[src/rtl/uart_rx8.sv]
// 8N1 UART receiver: 16x oversampling, start-bit validation, framing-error detection.
// Optional build macro UART_RX_MAJORITY_EN: 2-of-3 vote over ticks 7/8/9 instead of the tick-8 sample.
module uart_rx8 #(
  parameter int unsigned CLOCK_RATE = 12000000,
  parameter int unsigned BAUD_RATE  = 9600,
  parameter int unsigned OVERSAMPLE = 16
) (
  input  logic       clk,
  input  logic       rst,
  input  logic       rxEn,
  input  logic       rxIn,
  output logic       rxBusy,
  output logic       rxDone,
  output logic       rxErr,
  output logic [7:0] rxOut
);

  localparam int unsigned DIV   = CLOCK_RATE / (BAUD_RATE * OVERSAMPLE);
  localparam int unsigned PRE_W = (DIV > 1) ? $clog2(DIV) : 1;
  localparam logic [PRE_W-1:0] PRE_LAST = PRE_W'(DIV - 1);

  typedef enum logic [2:0] {IDLE, START, DATA, STOP, BREAK} stateT;

  stateT            state;
  stateT            stateNext;
  logic             syncA;
  logic             line;
  logic [PRE_W-1:0] preCnt;
  logic [3:0]       tickCnt;
  logic [3:0]       tickNext;
  logic             tick;
  logic             decide;
  logic             timerClr;
  logic             sample8;
  logic             bitVal;
  logic             shiftEn;
  logic [2:0]       bitIdx;
  logic [7:0]       shiftReg;
  logic [7:0]       rxOutReg;

  always_ff @(posedge clk) begin
    if (rst) begin
      syncA <= 1'b1;
      line  <= 1'b1;
    end else begin
      syncA <= rxIn;
      line  <= syncA;
    end
  end

  // Held cleared while IDLE, so the start-edge cycle leaves both counters at zero.
  assign timerClr = !rxEn || (state == IDLE);
  assign tick     = (preCnt == PRE_LAST);
  assign tickNext = tickCnt + 4'd1;
  assign decide   = tick && (tickNext == 4'd9);

  always_ff @(posedge clk) begin
    if (rst || timerClr) begin
      preCnt  <= '0;
      tickCnt <= '0;
    end else if (tick) begin
      preCnt  <= '0;
      tickCnt <= tickNext;
    end else begin
      preCnt  <= preCnt + PRE_W'(1);
    end
  end

  always_ff @(posedge clk) begin
    if (rst) begin
      sample8 <= 1'b1;
    end else if (tick && (tickNext == 4'd8)) begin
      sample8 <= line;
    end
  end

`ifdef UART_RX_MAJORITY_EN
  logic sample7;

  always_ff @(posedge clk) begin
    if (rst) begin
      sample7 <= 1'b1;
    end else if (tick && (tickNext == 4'd7)) begin
      sample7 <= line;
    end
  end

  // The tick-9 sample is the live line value in the decision cycle.
  assign bitVal = (sample7 & sample8) | (sample7 & line) | (sample8 & line);
`else
  assign bitVal = sample8;
`endif

  always_ff @(posedge clk) begin
    if (rst) begin
      state <= IDLE;
    end else begin
      state <= stateNext;
    end
  end

  always_comb begin
    stateNext = state;
    rxDone    = 1'b0;
    rxErr     = 1'b0;
    shiftEn   = 1'b0;
    if (rst || !rxEn) begin
      stateNext = IDLE;
    end else begin
      case (state)
        IDLE: begin
          if (!line) stateNext = START;
        end
        START: begin
          if (decide) stateNext = bitVal ? IDLE : DATA;
        end
        DATA: begin
          if (decide) begin
            shiftEn = 1'b1;
            if (bitIdx == 3'd7) stateNext = STOP;
          end
        end
        STOP: begin
          if (decide) begin
            if (bitVal) begin
              rxDone    = 1'b1;
              stateNext = IDLE;
            end else begin
              rxErr     = 1'b1;
              stateNext = BREAK;
            end
          end
        end
        BREAK: begin
          if (line) stateNext = IDLE;
        end
        default: stateNext = IDLE;
      endcase
    end
  end

  always_ff @(posedge clk) begin
    if (rst) begin
      bitIdx   <= '0;
      shiftReg <= '0;
      rxOutReg <= '0;
    end else begin
      if (state == START) begin
        bitIdx <= '0;
      end else if (shiftEn) begin
        bitIdx <= bitIdx + 3'd1;
      end
      if (shiftEn) shiftReg <= {bitVal, shiftReg[7:1]};
      if (rxDone) rxOutReg <= shiftReg;
    end
  end

  // Bypass the holding register in the rxDone cycle so the new byte appears with the pulse.
  assign rxOut  = rxDone ? shiftReg : rxOutReg;
  assign rxBusy = (state != IDLE);

endmodule

[config.mk]
export PLATFORM = sky130hd
export DESIGN_NAME = uart_rx8
export DESIGN_NICKNAME = d
export VERILOG_FILES = /design/src/rtl/uart_rx8.sv
export SDC_FILE = /design/constraint.sdc
export NUM_CORES = 1
export LEC_CHECK = 0
export CORE_ASPECT_RATIO = 1.5
export CORE_MARGIN = 2
export CORE_UTILIZATION = 55
export CTS_CLUSTER_SIZE = 14
export DETAILED_ROUTE_END_ITERATION = 7
export PLACE_DENSITY_LB_ADDON = 0.15
export SYNTH_ARGS = -nofsm -noshare
export SYNTH_HDL_FRONTEND = slang
export SYNTH_SLANG_ARGS = --single-unit
[constraint.sdc]
create_clock -name clk -period 7.6 [get_ports clk]
set_clock_uncertainty 0.1 [all_clocks]
set_input_delay 1.52 -clock clk [delete_from_list [all_inputs] [get_ports clk]]
set_output_delay 1.52 -clock clk [all_outputs]
set_load 0.005 [all_outputs]
==> results.json <==
{
  "status": "completed",
  "cts.clk_slew.worst_paths_ns": 0.08,
  "numPortBuffers": 14,
  "min_path_type": "flop to flop",
  "firstDrtPassIters": 4,
  "insertion_delay_ns": 0.29,
  "powerDensity_nw_per_um2": 180,
  "die_height_um": 73.2,
  "grt_max_degree": 25,
  "holdPathStages": 1,
  "internal_power_mw": 0.290,
  "drt_iter0_drc": 27,
  "fmax_mhz": 169,
  "coreArea_um2": 3100,
  "p_total_mw": 0.362,
  "drc_errors": 0,
  "ys_seq_area_frac": 0.411,
  "fin_nets": 201,
  "antennaDiodeCount": 0,
  "syn_inst": 174,
  "dpl.hpwl_um": 2440,
  "crit_fanout": 24,
  "cts_tree": "yes",
  "syn_area_um2": 1750,
  "area_growth_pct": 15.0,
  "rsz0062_at_grt": "no",
  "clock-root-buffer": "clkbuf_8",
  "fillers": 269,
  "ios": 15,
  "p_sw_frac": 0.199,
  "syn_area_per_cell_um2": 10.1,
  "grt_pass1_vias": 1319,
  "r2r_cells": 5,
  "grt_use_total": 0.208,
  "leakage_nw": 0.751,
  "worstSetupStartpointType": "input port",
  "ant_nets": 0,
  "required_ns": 5.98,
  "synth_warnings": 0,
  "tns_ns": 0,
  "finalCriticalPeriod_ns": 5.91,
  "viasPerCell": 5.67,
  "h-tree-depth": 2,
  "dieArea_um2": 3670,
  "power.switching_mw": 0.0721,
  "clkSinkCount": 36,
  "hold_violations": 0,
  "grt_pass1_wl_um": 5720,
  "start_util": 0.566,
  "antenna_found_initial": 0,
  "worstMarginPinSlew_ns": 0.766,
  "p_clk_frac": 0.456,
  "seqPwrFrac": 0.523,
  "place_congestion": 0.843,
  "whs_endpoint": "line$_SDFF_PP1_",
  "setup_viol": 0,
  "synth-main-ff-cell": "dfxtp_1",
  "fin_crit_sh": 0.778,
  "path_class": "input port to output port",
  "drv_slew": 0,
  "finalWorstSetupSlack_ns": 1.69,
  "worstSetupEndpointType": "output port",
  "syn-num-nets": 185,
  "routed_wl_um": 3300,
  "hp-start": "syncA$_SDFF_PP1_",
  "numCtsBuffers": 5,
  "max_cap_viol_count": 0,
  "synth_seq_cells": 36,
  "cts_hold_buf": 0,
  "rows": 25,
  "clockBufferDepth": 2,
  "post_drt_wl_per_cell_um": 14.3,
  "globalRouteOverflowTotal": 0,
  "cts_resized": 0,
  "drive_gt1_frac": 0.120,
  "synth_edf_count": 0,
  "post_cts_buffers": 0,
  "reg2reg_slack_ns": 5.30,
  "peakVddDrop_mv": 0.172,
  "p_comb_frac": 0.021,
  "critical_path_arrival_ns": 4.29,
  "die_w_um": 50.1,
  "synthDistinctLibCells": 36,
  "route.vias.total": 1309,
  "reg2reg_from": "preCnt[0]$_SDFF_PP0_",
  "dpl_worst_slack_ns": 1.69,
  "maxSlewHeadroom": 0.485,
  "rr_endpoint": "rxOutReg[0]$_SDFF_PP0_",
  "synthArstFlopShare": 0
}
==> registers in the layout, indices dropped and copies added, names as in the netlist <==
name,count
shiftReg,8
rxOutReg,8
syncA,1
preCnt,7
line,1
state,3
bitVal,1
bitIdx,3
tickCnt,4
==> metal layers <==
| metal | vias up | routed length [um] | track usage |
|---|---|---|---|
| met3 | 8 | 112 | 0.0574 |
| met1 | 629 | 1260 | 0.199 |
| met2 | 24 | 1850 | 0.390 |
| li1 | 648 | - | - |
| met5 | - | 0 | 0 |
| met4 | 0 | 80 | 0.114 |
==> area by class of cell <==
| class | count | area (um^2) | area share |
|---|---|---|---|
| Clock buffer | 5 | 68.8 | 0.0341 |
| Clock inverter | 3 | 42.5 | 0.0211 |
| Inverter | 4 | 15.0 | 0.00744 |
| Multi-Input combinational cell | 129 | 980 | 0.486 |
| Sequential cell | 36 | 721 | 0.357 |
| Tap cell | 40 | 50.0 | 0.0248 |
| Timing Repair Buffer | 14 | 140 | 0.0695 |
==> how the worst max path moves through the flow <==
stage,startpoint,endpoint,slack [ns],depth (start not counted)
finish,rst,rxOut[1],1.69,5
global route,rst,rxOut[3],1.56,5
CTS,rst,rxOut[1],1.67,5
detailed placement,rst,rxOut[7],1.69,5
global placement,rst,rxOut[4],1.80,5
floorplan,rst,rxOut[5],3.30,5
==> cells in the mapped netlist (3+ instances only) <==
cell	number	area (um^2)
nand4_1	3	18.8
ha_1	7	87.6
nor3_1	4	20.0
xnor2_1	6	52.6
mux2i_1	17	170
a21oi_1	5	25.0
mux2_2	6	67.6
xor2_1	5	43.8
nand2_1	7	26.3
o31ai_1	5	37.5
dfxtp_1	36	721
inv_1	4	15.0
nand3_1	7	35.0
or3_1	3	18.8
nand2b_1	18	113
nor2_1	16	60.1
==> cells by family (layout without fill, tap and decap cells) <==
group / count (synthesis) / in the layout / share of synthesized area
multiplexers: 25 / 25 / 0.153
XOR/XNOR: 11 / 11 / 0.0549
adder cells (fa/ha/maj): 7 / 7 / 0.0499
buffers and inverters: 9 / 26 / 0.0307
flip-flops: 36 / 36 / 0.411
AO/OA/AOI/OAI: 14 / 14 / 0.0549
AND/OR/NAND/NOR: 72 / 72 / 0.246
==> through the flow <==
stage / area (um^2) / instances / utilization / hold slack (ns)
after floorplan: 1750 / 174 / - / 0.289
after global placement: 1910 / 223 / 0.615 / 0.299
after detailed placement: 1910 / 223 / 0.615 / 0.301
after CTS: 2020 / 231 / 0.651 / 0.322
after global routing: 2020 / 231 / 0.651 / 0.328
final: 2020 / 231 / 0.651 / 0.317
==> worst max-delay path: stages <==
cell	delay, ns
clkdlybuf4s50_1	0.74
nand4bb_1	0.47
and4bb_2	0.71
mux2_2	0.40
clkdlybuf4s50_1	0.44
==> power groups by stage <==
stage | Combinational (mW) | Clock [mW] | Sequential, mW
after floorplan | 0.00459 | 0 | 0.194
after global placement | 0.00726 | 0 | 0.194
after detailed placement | 0.00748 | 0 | 0.194
after CTS | 0.00756 | 0.169 | 0.190
after global routing | 0.00817 | 0.178 | 0.190
final | 0.00754 | 0.165 | 0.190
==> layout by cell type, fill, tap and decap left out, types with 5 or more instances in the layout <==
master,count
xor2_1,5
mux2_2,6
xnor2_1,6
a21oi_1,5
dfxtp_1,36
nor2_1,16
clkbuf_8,5
nand2b_1,18
ha_1,7
nand3_1,7
mux2i_1,17
nand2_1,7
o31ai_1,5
clkdlybuf4s50_1,14
(Power assumes the default switching activity.)
